`src/rtl/easy6502_pkg.sv`:
```
// rtl/easy6502_pkg.sv - shared constants and state encodings for the UART program loader
package easy6502_pkg;

  localparam logic [15:0] LOAD_ADDR_DEFAULT = 16'h0600;

  typedef enum logic [1:0] {RX_IDLE, RX_START, RX_DATA, RX_STOP} rx_state_e;

  typedef enum logic {L_RUN, L_LOAD} ld_state_e;

endpackage

```
`src/rtl/uart_prog_loader_if.sv`:
```
// rtl/uart_prog_loader_if.sv - program RAM write port driven by the loader
interface uart_prog_loader_if;

  logic        mem_we;
  logic [15:0] mem_addr;
  logic [7:0]  mem_wdata;

  modport master (output mem_we, output mem_addr, output mem_wdata);
  modport slave  (input  mem_we, input  mem_addr, input  mem_wdata);

endinterface

```
`src/rtl/uart_rx.sv`:
```
// rtl/uart_rx.sv - 2-FF synchronizer plus 8N1 receive FSM with one-cycle byte/framing pulses
module uart_rx
  import easy6502_pkg::*;
#(
  parameter int CLKS_PER_BIT = 217
) (
  input  logic       clk,
  input  logic       resetn,
  input  logic       rxd,
  output logic       byte_valid,
  output logic [7:0] byte_data,
  output logic       framing_error
);

  localparam logic [15:0] FULL_M1 = 16'(CLKS_PER_BIT - 1);
  localparam logic [15:0] HALF_M1 = 16'(CLKS_PER_BIT / 2 - 1);

  rx_state_e   state_q, state_d;
  logic        sync1_q, sync1_d, sync2_q, sync2_d;
  logic [15:0] cnt_q, cnt_d;
  logic [2:0]  bit_q, bit_d;
  logic [7:0]  shift_q, shift_d;
  logic        valid_q, valid_d;
  logic        ferr_q, ferr_d;
  logic        wait_hi_q, wait_hi_d;

  always_comb begin
    sync1_d   = rxd;
    sync2_d   = sync1_q;
    state_d   = state_q;
    cnt_d     = cnt_q;
    bit_d     = bit_q;
    shift_d   = shift_q;
    valid_d   = 1'b0;
    ferr_d    = 1'b0;
    wait_hi_d = wait_hi_q;
    case (state_q)
      RX_IDLE: begin
        cnt_d = '0;
        bit_d = '0;
        if (!sync2_q) state_d = RX_START;
      end
      RX_START: begin
        if (cnt_q == HALF_M1) begin
          cnt_d   = '0;
          state_d = sync2_q ? RX_IDLE : RX_DATA;
        end else begin
          cnt_d = cnt_q + 16'd1;
        end
      end
      RX_DATA: begin
        if (cnt_q == FULL_M1) begin
          cnt_d   = '0;
          shift_d = {sync2_q, shift_q[7:1]};
          bit_d   = bit_q + 3'd1;
          if (bit_q == 3'd7) state_d = RX_STOP;
        end else begin
          cnt_d = cnt_q + 16'd1;
        end
      end
      RX_STOP: begin
        // After a bad stop bit, stay here until the line returns high so a
        // long break is not mistaken for a new start bit.
        if (wait_hi_q) begin
          if (sync2_q) begin
            wait_hi_d = 1'b0;
            state_d   = RX_IDLE;
          end
        end else if (cnt_q == FULL_M1) begin
          cnt_d = '0;
          if (sync2_q) begin
            valid_d = 1'b1;
            state_d = RX_IDLE;
          end else begin
            ferr_d    = 1'b1;
            wait_hi_d = 1'b1;
          end
        end else begin
          cnt_d = cnt_q + 16'd1;
        end
      end
      default: state_d = RX_IDLE;
    endcase
  end

  always_ff @(posedge clk or negedge resetn) begin
    if (!resetn) begin
      sync1_q   <= 1'b1;
      sync2_q   <= 1'b1;
      state_q   <= RX_IDLE;
      cnt_q     <= '0;
      bit_q     <= '0;
      shift_q   <= '0;
      valid_q   <= 1'b0;
      ferr_q    <= 1'b0;
      wait_hi_q <= 1'b0;
    end else begin
      sync1_q   <= sync1_d;
      sync2_q   <= sync2_d;
      state_q   <= state_d;
      cnt_q     <= cnt_d;
      bit_q     <= bit_d;
      shift_q   <= shift_d;
      valid_q   <= valid_d;
      ferr_q    <= ferr_d;
      wait_hi_q <= wait_hi_d;
    end
  end

  assign byte_valid    = valid_q;
  assign byte_data     = shift_q;
  assign framing_error = ferr_q;

endmodule

```
`src/rtl/uart_prog_loader.sv`:
```
// rtl/uart_prog_loader.sv - serial program loader into 6502 RAM, holds CPU in reset while loading
// Optional running checksum of loaded bytes enabled by LOADER_CHECKSUM_EN.
module uart_prog_loader
  import easy6502_pkg::*;
#(
  parameter int          CLK_HZ       = 25000000,
  parameter int          BAUD         = 115200,
  parameter logic [15:0] LOAD_ADDR    = LOAD_ADDR_DEFAULT,
  parameter int          IDLE_TIMEOUT = 100000
) (
  input  logic                       clk,
  input  logic                       resetn,
  input  logic                       rxd,
  uart_prog_loader_if.master         mem,
  output logic                       cpu_hold,
  output logic                       load_done,
  output logic [15:0]                byte_count,
  output logic                       frame_err,
  output logic                       overflow,
  output logic [7:0]                 checksum
);

  localparam int          CLKS_PER_BIT = CLK_HZ / BAUD;
  localparam logic [31:0] TIMEOUT_M1   = 32'(IDLE_TIMEOUT - 1);

  logic       bv, rx_ferr;
  logic [7:0] bd;

  uart_rx #(.CLKS_PER_BIT(CLKS_PER_BIT)) u_rx (
    .clk           (clk),
    .resetn        (resetn),
    .rxd           (rxd),
    .byte_valid    (bv),
    .byte_data     (bd),
    .framing_error (rx_ferr)
  );

  ld_state_e   state_q, state_d;
  logic        we_q, we_d;
  logic [15:0] addr_q, addr_d;
  logic [7:0]  wdata_q, wdata_d;
  logic        hold_q, hold_d;
  logic        done_q, done_d;
  logic [15:0] count_q, count_d;
  logic        ferr_q, ferr_d;
  logic        ovf_q, ovf_d;
  logic        full_q, full_d;
  logic [31:0] timer_q, timer_d;
  logic        start_load, wr_en;
  logic [15:0] next_addr;

  assign next_addr = LOAD_ADDR + count_q;

  always_comb begin
    state_d    = state_q;
    addr_d     = addr_q;
    wdata_d    = wdata_q;
    hold_d     = hold_q;
    done_d     = 1'b0;
    count_d    = count_q;
    ferr_d     = ferr_q | rx_ferr;
    ovf_d      = ovf_q;
    full_d     = full_q;
    timer_d    = timer_q;
    start_load = 1'b0;
    wr_en      = 1'b0;
    case (state_q)
      L_RUN: begin
        if (bv) begin
          start_load = 1'b1;
          wr_en      = 1'b1;
          state_d    = L_LOAD;
          addr_d     = LOAD_ADDR;
          wdata_d    = bd;
          hold_d     = 1'b1;
          count_d    = 16'd1;
          ferr_d     = 1'b0;
          ovf_d      = 1'b0;
          full_d     = (LOAD_ADDR == 16'hFFFF);
          timer_d    = '0;
        end
      end
      L_LOAD: begin
        // An arriving byte takes priority over a timer expiring in the same cycle.
        if (bv) begin
          timer_d = '0;
          if (full_q) begin
            ovf_d = 1'b1;
          end else begin
            wr_en   = 1'b1;
            addr_d  = next_addr;
            wdata_d = bd;
            count_d = count_q + 16'd1;
            full_d  = (next_addr == 16'hFFFF);
          end
        end else if (timer_q == TIMEOUT_M1) begin
          done_d  = 1'b1;
          hold_d  = 1'b0;
          state_d = L_RUN;
        end else begin
          timer_d = timer_q + 32'd1;
        end
      end
      default: state_d = L_RUN;
    endcase
    we_d = wr_en;
  end

  always_ff @(posedge clk or negedge resetn) begin
    if (!resetn) begin
      state_q <= L_RUN;
      we_q    <= 1'b0;
      addr_q  <= LOAD_ADDR;
      wdata_q <= '0;
      hold_q  <= 1'b1;
      done_q  <= 1'b0;
      count_q <= '0;
      ferr_q  <= 1'b0;
      ovf_q   <= 1'b0;
      full_q  <= 1'b0;
      timer_q <= '0;
    end else begin
      state_q <= state_d;
      we_q    <= we_d;
      addr_q  <= addr_d;
      wdata_q <= wdata_d;
      hold_q  <= hold_d;
      done_q  <= done_d;
      count_q <= count_d;
      ferr_q  <= ferr_d;
      ovf_q   <= ovf_d;
      full_q  <= full_d;
      timer_q <= timer_d;
    end
  end

`ifdef LOADER_CHECKSUM_EN
  logic [7:0] sum_q, sum_d;

  always_comb begin
    sum_d = sum_q;
    if (start_load)  sum_d = bd;
    else if (wr_en)  sum_d = sum_q + bd;
  end

  always_ff @(posedge clk or negedge resetn) begin
    if (!resetn) sum_q <= '0;
    else         sum_q <= sum_d;
  end

  assign checksum = sum_q;
`else
  assign checksum = 8'h00;
`endif

  assign mem.mem_we    = we_q;
  assign mem.mem_addr  = addr_q;
  assign mem.mem_wdata = wdata_q;
  assign cpu_hold      = hold_q;
  assign load_done     = done_q;
  assign byte_count    = count_q;
  assign frame_err     = ferr_q;
  assign overflow      = ovf_q;

endmodule

```
`src/flat_wrapper.sv`:
```
// flat-port wrapper written by rule: the top's interface ports become plain ports
module uart_prog_loader_flat import easy6502_pkg::*;
#(
  parameter int          CLK_HZ       = 25000000,
  parameter int          BAUD         = 115200,
  parameter logic [15:0] LOAD_ADDR    = LOAD_ADDR_DEFAULT,
  parameter int          IDLE_TIMEOUT = 100000
)
  (clk, resetn, rxd, cpu_hold, load_done, byte_count, frame_err, overflow, checksum, mem_mem_we, mem_mem_addr, mem_mem_wdata);
  uart_prog_loader_if mem_i ();
  input  logic clk;
  input  logic resetn;
  input  logic rxd;
  output logic cpu_hold;
  output logic load_done;
  output logic [15:0] byte_count;
  output logic frame_err;
  output logic overflow;
  output logic [7:0] checksum;
  output wire logic [$bits(mem_i.mem_we)-1:0] mem_mem_we;
  output wire logic [$bits(mem_i.mem_addr)-1:0] mem_mem_addr;
  output wire logic [$bits(mem_i.mem_wdata)-1:0] mem_mem_wdata;
  assign mem_mem_we = mem_i.mem_we;
  assign mem_mem_addr = mem_i.mem_addr;
  assign mem_mem_wdata = mem_i.mem_wdata;
  uart_prog_loader #(.CLK_HZ(CLK_HZ), .BAUD(BAUD), .LOAD_ADDR(LOAD_ADDR), .IDLE_TIMEOUT(IDLE_TIMEOUT)) u_core (.clk(clk), .resetn(resetn), .rxd(rxd), .mem(mem_i), .cpu_hold(cpu_hold), .load_done(load_done), .byte_count(byte_count), .frame_err(frame_err), .overflow(overflow), .checksum(checksum));
endmodule
```
`config.mk`:
```
export PLATFORM = sky130hd
export DESIGN_NAME = uart_prog_loader_flat
export DESIGN_NICKNAME = d
export VERILOG_FILES = /design/src/rtl/easy6502_pkg.sv /design/src/rtl/uart_prog_loader_if.sv /design/src/rtl/uart_rx.sv /design/src/rtl/uart_prog_loader.sv /design/src/flat_wrapper.sv
export SDC_FILE = /design/constraint.sdc
export NUM_CORES = 1
export LEC_CHECK = 0
export CORE_ASPECT_RATIO = 1.5
export CORE_MARGIN = 2
export CORE_UTILIZATION = 25
export CTS_CLUSTER_DIAMETER = 50
export DETAILED_ROUTE_END_ITERATION = 16
export SLEW_MARGIN = 20
export SYNTH_ARGS = -nofsm -noshare
export SYNTH_HDL_FRONTEND = slang
export SYNTH_SLANG_ARGS = --single-unit
```
`constraint.sdc`:
```
create_clock -name clk -period 2.9 [get_ports clk]
set_input_delay 0.435 -clock clk [delete_from_list [all_inputs] [get_ports clk]]
set_output_delay 0.435 -clock clk [all_outputs]
set_load 0.02 [all_outputs]
```
==> flow_metrics.tcl, run 1 <==
set metrics [dict create \
    status "completed" \
    clockBufferDepth 2 \
    setup_viol 0 \
    min_period_over_period_pct 86.4 \
    period_needed_ns 2.51 \
    fin_nets 608 \
    slew_viol_final 0 \
    track_usage_pct 11.2 \
    finalHoldViolCount 0 \
    cap_violations 0 \
    dr.first_iter.drc_count 204 \
    clock_skew_ns 0.0136 \
    total_power_mw 3.57 \
    grt_overflow 0 \
    grt_max_degree 52 \
    netlist_area_um2 5520 \
    post_synth_num_cell_types 60 \
    ioPinCount 56 \
    diodes 0 \
    wl_per_cell_um 14.1 \
    critical_path.max_fanout 13 \
    p_leak_nw 2.93 \
    pwr-share-seq_pct 44.3 \
    power_density_nw_per_um2 522 \
    synth_commonest_cells "108 x dfrtp_1, 62 x nor2_1, 36 x nand2_1" \
    rows 66 \
    yosysMostFrequentCell "dfrtp_1" \
    crit_type "flop to flop" \
    endpoint_kind "flop" \
    die_y_um 186 \
    worst_pin_slew_ns 0.610 \
    grt_pass1_wl_um 21100 \
    synth_area_leader_cell "dfrtp_1" \
    ys.flop_type "dfrtp_1" \
    irDropWorstVdd_uv 348 \
    required_ns 3.18 \
    syn_inst 540 \
    vias 4219 \
    path_clk_slew_ns 0.06 \
    drive_above_1_share_pct 13.1 \
    cts.htree.levels 4 \
    area_growth_pct 23.8 \
    dieArea_um2 23300 \
    worstSetupStartpointType "flop" \
    rsz0062_at_grt "false" \
    drc 0 \
    vias_per_cell 4.78 \
    first_pass_iters 4 \
    dp_hpwl_um 8780 \
    cts_setup_buffers 0 \
    ant_nets 0 \
    synth-async-reset-ratio_pct 100 \
    syn_avg_cell_area_um2 10.2 \
    initial_core_util_pct 25.4 \
    cts_made_buffers 17 \
    root_buffer "clkbuf_16" \
    synth_enable_flop_cells 0 \
    gp_routability_congestion 0.840 \
    drt_wl_total_um 12400 \
    die_w_um 125 \
    clock_insertion_delay_worst_skew_ns 0.42 \
    postCtsResizedCells 0 \
    max-slew-margin-rel_pct 59.0 \
    hp-class "flop to flop" \
    grt_pass1_vias 4292 \
    swShare_pct 21.5 \
    synth-seq-cells 113 \
    worstPathArrival_ns 2.79 \
    p_clk_share_pct 54.3 \
    core_area_um2 21700 \
    yosysWarningCount 0 \
    clock-sinks 113 \
    max_freq_ghz 0.399 \
    final.setup.tns_ns 0 \
    antenna_found_initial 0 \
    power_frac_comb_pct 1.3 \
    synth.area.top_cells "dfrtp_1 49%, xnor2_1 4.6%, nor2_1 4.2%" \
    cts_tree "yes" \
    p_switching_mw 0.769 \
    p_int_mw 2.80 \
    synth_top_area_share_pct 49.0 \
    synth.yosys.seq_area_share_pct 51.3 \
    port_buffers 47 \
]
## what timing repair did
| action | 4_1_cts | 5_1_grt |
|---|---|---|
| setup endpoints to repair | 0 | 0 |
| hold buffers | 1 | 0 |
| endpoints found under the hold margin | 27 | 0 |
## cell type report
cell class	instances	area [µm²]
inverter	19	71.3
clock inverter	10	86.3
sequential	113	2830
tap	272	340
timing repair buffer	57	558
fill	2257	14900
clock buffer	22	464
multi-input combinational	389	2480
## power by group through the flow
stage | combinational [mW] | clock, mW | sequential, mW
5_1_grt | 0.0550 | 2.06 | 1.58
3_3_place_gp | 0.0487 | 0 | 1.61
6_report | 0.0470 | 1.94 | 1.58
4_1_cts | 0.0498 | 1.98 | 1.58
2_1_floorplan | 0.0175 | 0 | 1.61
3_5_place_dp | 0.0490 | 0 | 1.61
## final timing paths
kind                                startpoint                      to  slack [ns]  cells after the start
min reg2reg                u_core.u_rx.sync1_q     u_core.u_rx.sync2_q        0.35                      0
max reg2reg                 u_core.timer_q[25]       u_core.timer_q[1]        0.39                      5
min in group asynchronous               resetn    u_core.u_rx.cnt_q[5]        0.52                      2
max in group asynchronous               resetn  u_core.mem.mem_addr[9]        1.55                      3
max                         u_core.timer_q[25]       u_core.timer_q[1]        0.39                      5
min                        u_core.u_rx.sync1_q     u_core.u_rx.sync2_q        0.35                      0
## kinds of logic (layout without fill, tap and decap cells)
logic type                 after synthesis  count (layout)  share of synthesized area, %
AOI/OAI and AO/OA                       78              78                          9.47
xor gates and xnor gates                49              49                          7.77
adders and majority gates                8               8                          1.81
buffers and inverters                   45             108                          4.19
DFF                                    113             113                          51.3
muxes                                   19              19                          3.83
other                                    1               8                        0.0679
and+or+nand+nor                        227             227                          21.5
## worst max-delay path, cell delays in order (launching register included)
cell     delay [ns]
dfrtp_1        0.42
or4_1          0.53
or4_4          0.58
o31ai_4        0.53
mux2i_1        0.25
nor2_1         0.05
## per-stage QoR
step	utilization, %	instances	cell area (µm²)	hold WS [ns]	setup slack (ns)
after detailed placement	28.9	849	6270	0.347	0.404
after global placement	28.9	849	6270	0.346	0.463
final	31.5	882	6840	0.354	0.393
after floorplan	-	547	5550	0.139	0.646
after CTS	31.5	882	6840	0.354	0.372
after global routing	31.5	882	6840	0.362	0.291
## placed cells by master, fill, tap and decap left out, types with 9 or more instances in the layout
cell / n
dfrtp_1: 108
nor2_1: 62
clkdlybuf4s50_1: 46
nand2_1: 36
xnor2_1: 29
o21ai_0: 28
nand3_1: 24
nor3_1: 22
xor2_1: 20
nand4_1: 20
a21oi_1: 18
inv_1: 17
mux2_2: 17
clkbuf_16: 17
a22o_1: 14
nor4_1: 14
buf_4: 9
## state kept, by name, summed over array words and instances, names as in the netlist, named ones only
signal                     flops
u_core.frame_err               1
u_core.byte_count             16
u_core.u_rx.framing_error      1
u_core.u_rx.cnt_q             16
u_core.mem.mem_addr           16
u_core.u_rx.bit_q              3
u_core.u_rx.sync2_q            1
u_core.u_rx.byte_data          8
u_core.load_done               1
u_core.cpu_hold                1
u_core.u_rx.sync1_q            1
u_core.mem.mem_we              1
u_core.u_rx.wait_hi_q          1
u_core.state_q                 1
u_core.u_rx.byte_valid         1
u_core.timer_q                32
u_core.full_q                  1
u_core.overflow                1
u_core.u_rx.state_q            1
u_core.mem.mem_wdata           8
## layer usage
| layer | vias to the layer above | global-route usage (%) | part of all wire, % |
|---|---|---|---|
| met5 | - | 0 | 0 |
| met4 | 0 | 5.96 | 2.7 |
| met3 | 23 | 2.53 | 2.8 |
| met2 | 81 | 20.4 | 54 |
| met1 | 2085 | 12.2 | 41 |
| li1 | 2030 | - | - |
(Power assumes the default switching activity.)
==> run 2, diff against run 1 <==
--- a/config.mk
+++ b/config.mk
@@ -7,2 +7,3 @@
 export LEC_CHECK = 0
+export ABC_CLOCK_PERIOD_IN_PS = 2900
 export CORE_ASPECT_RATIO = 1.5
==> constraint.sdc (replaced) <==
create_clock -name clk -period 2.9 [get_ports clk]
set_input_delay 0.58 -clock clk [delete_from_list [all_inputs] [get_ports clk]]
set_output_delay 0.58 -clock clk [all_outputs]
set_load 0.02 [all_outputs]
==> run 2 against run 1 <==
  * Register-to-register slack is essentially flat
  * Sequential share of layout area down 0.28 points
  * Clock-buffer cell count up 1
  * Largest cell class unchanged
==> flow_metrics.tcl, run 2 (synthesis gave the netlist of run 1 again) <==
set metrics [dict create \
    status "completed" \
    regMostFlops "u_core.timer_q" \
    setup_viol 0 \
    track_usage_pct 11.2 \
    final_util_pct 31.7 \
    vias 4140 \
    irDropWorstVdd_uv 281 \
    core_area_um2 21700 \
    gr-usage-met1_pct 12.4 \
    use_met3_pct 2.73 \
    power_density_nw_per_um2 544 \
    p_leak_nw 2.95 \
    gp_routability_congestion 0.803 \
    port_buffers 47 \
    critical_path.max_fanout 13 \
    drt_wl_total_um 12200 \
    min_period_over_period_pct 86.4 \
    root_buffer "clkbuf_16" \
    diodes 0 \
    grt_pass1_vias 4312 \
    required_ns 3.18 \
    cts_hold_buf 0 \
    clock-sinks 113 \
    grt_overflow 0 \
    dr.first_iter.drc_count 216 \
    initial_core_util_pct 25.4 \
    final_common_cell "dfrtp_1" \
    rsz0062_at_grt "false" \
    slew_viol_final 0 \
    largest_register_ffs 32 \
    drive_above_1_share_pct 13.1 \
    clockBufferDepth 2 \
    cap_violations 0 \
    dp_cells 850 \
    cts.htree.levels 4 \
    worstSetupStartpointType "flop" \
    cts_tree "yes" \
    antenna_found_initial 0 \
    worst_pin_slew_ns 0.692 \
    vias_per_cell 4.69 \
    hp-class "input port to asynchronous set/reset pin" \
    die_w_um 125 \
    gr-usage-met2_pct 20.5 \
    max_freq_ghz 0.399 \
    grt_busiest_layer "met2" \
    finalHoldViolCount 0 \
    ant_nets 0 \
    cts_made_buffers 17 \
    crit_type "flop to flop" \
    final.setup.worst_slack_ns 0.395 \
    area_growth_pct 24.7 \
    path_clk_slew_ns 0.05 \
    fin_nets 608 \
    worstPathArrival_ns 2.79 \
    rows 66 \
    cts_setup_buffers 0 \
    dp_slack_ns 0.418 \
    clock_skew_ns 0.00662 \
    final.setup.tns_ns 0 \
    dp_hpwl_um 8660 \
    first_pass_iters 4 \
    die_y_um 186 \
    ioPinCount 56 \
    wl_per_cell_um 13.8 \
    drc 0 \
    grt_pass1_wl_um 21200 \
    max-slew-margin-rel_pct 53.4 \
    endpoint_kind "flop" \
    layout.cells.non_filler 882 \
    clock_insertion_delay_worst_skew_ns 0.41 \
    grt_max_degree 61 \
    dieArea_um2 23300 \
    period_needed_ns 2.51 \
    postCtsResizedCells 0 \
    total_power_mw 3.74 \
    layout_common_cells "108 x dfrtp_1, 62 x nor2_1, 46 x clkdlybuf4s50_1" \
]
run 2: worst max-delay path, stage by stage (launching register included):
cell and delay (ns):
dfrtp_1 0.42, or4_1 0.54, or4_4 0.58, o31ai_4 0.54, mux2i_1 0.25, nor2_1 0.05
run 2: area by class of cell:
| class | instances | area [µm²] |
|---|---|---|
| Fill cell | 2257 | 14800 |
| Sequential cell | 113 | 2830 |
| Multi-Input combinational cell | 389 | 2480 |
| Timing Repair Buffer | 57 | 556 |
| Clock buffer | 23 | 468 |
| Tap cell | 272 | 340 |
| Clock inverter | 9 | 131 |
| Inverter | 19 | 71.3 |
run 2: power by group:
| part | switching, mW | internal (mW) | leakage, nW |
|---|---|---|---|
| clock | 0.719 | 1.39 | 0.283 |
| sequential | 0.00203 | 1.58 | 1.55 |
| combinational | 0.0390 | 0.00595 | 1.12 |
| total | 0.760 | 2.98 | 2.95 |
run 2: final timing paths:
| check | from | to | slack, ns | depth (start not counted) |
|---|---|---|---|---|
| worst max-delay path | u_core.timer_q[25] | u_core.timer_q[1] | 0.39 | 5 |
| worst min-delay path | resetn | u_core.mem.mem_wdata[3] | 0.03 | 1 |
| worst max register to register | u_core.timer_q[25] | u_core.timer_q[1] | 0.39 | 5 |
| worst min register to register | u_core.u_rx.sync1_q | u_core.u_rx.sync2_q | 0.36 | 0 |
| max in group asynchronous | resetn | u_core.byte_count[7] | 2.14 | 2 |
| min in group clk | u_core.u_rx.sync1_q | u_core.u_rx.sync2_q | 0.36 | 0 |
run 2: metrics by stage:
stage	cell area, µm²	hold slack [ns]
CTS	6880	0.0320
global route	6880	0.0438
global placement	6280	0.348
floorplan	5550	0.284
detailed placement	6280	0.353
finish	6880	0.0334
run 2: layer usage:
layer | up-vias | part of all wire, % | wire (µm)
met5 | - | 0 | 0
met4 | 0 | 2.2 | 274
met3 | 23 | 3.2 | 390
met2 | 73 | 53 | 6490
met1 | 2023 | 41 | 5040
li1 | 2021 | - | -
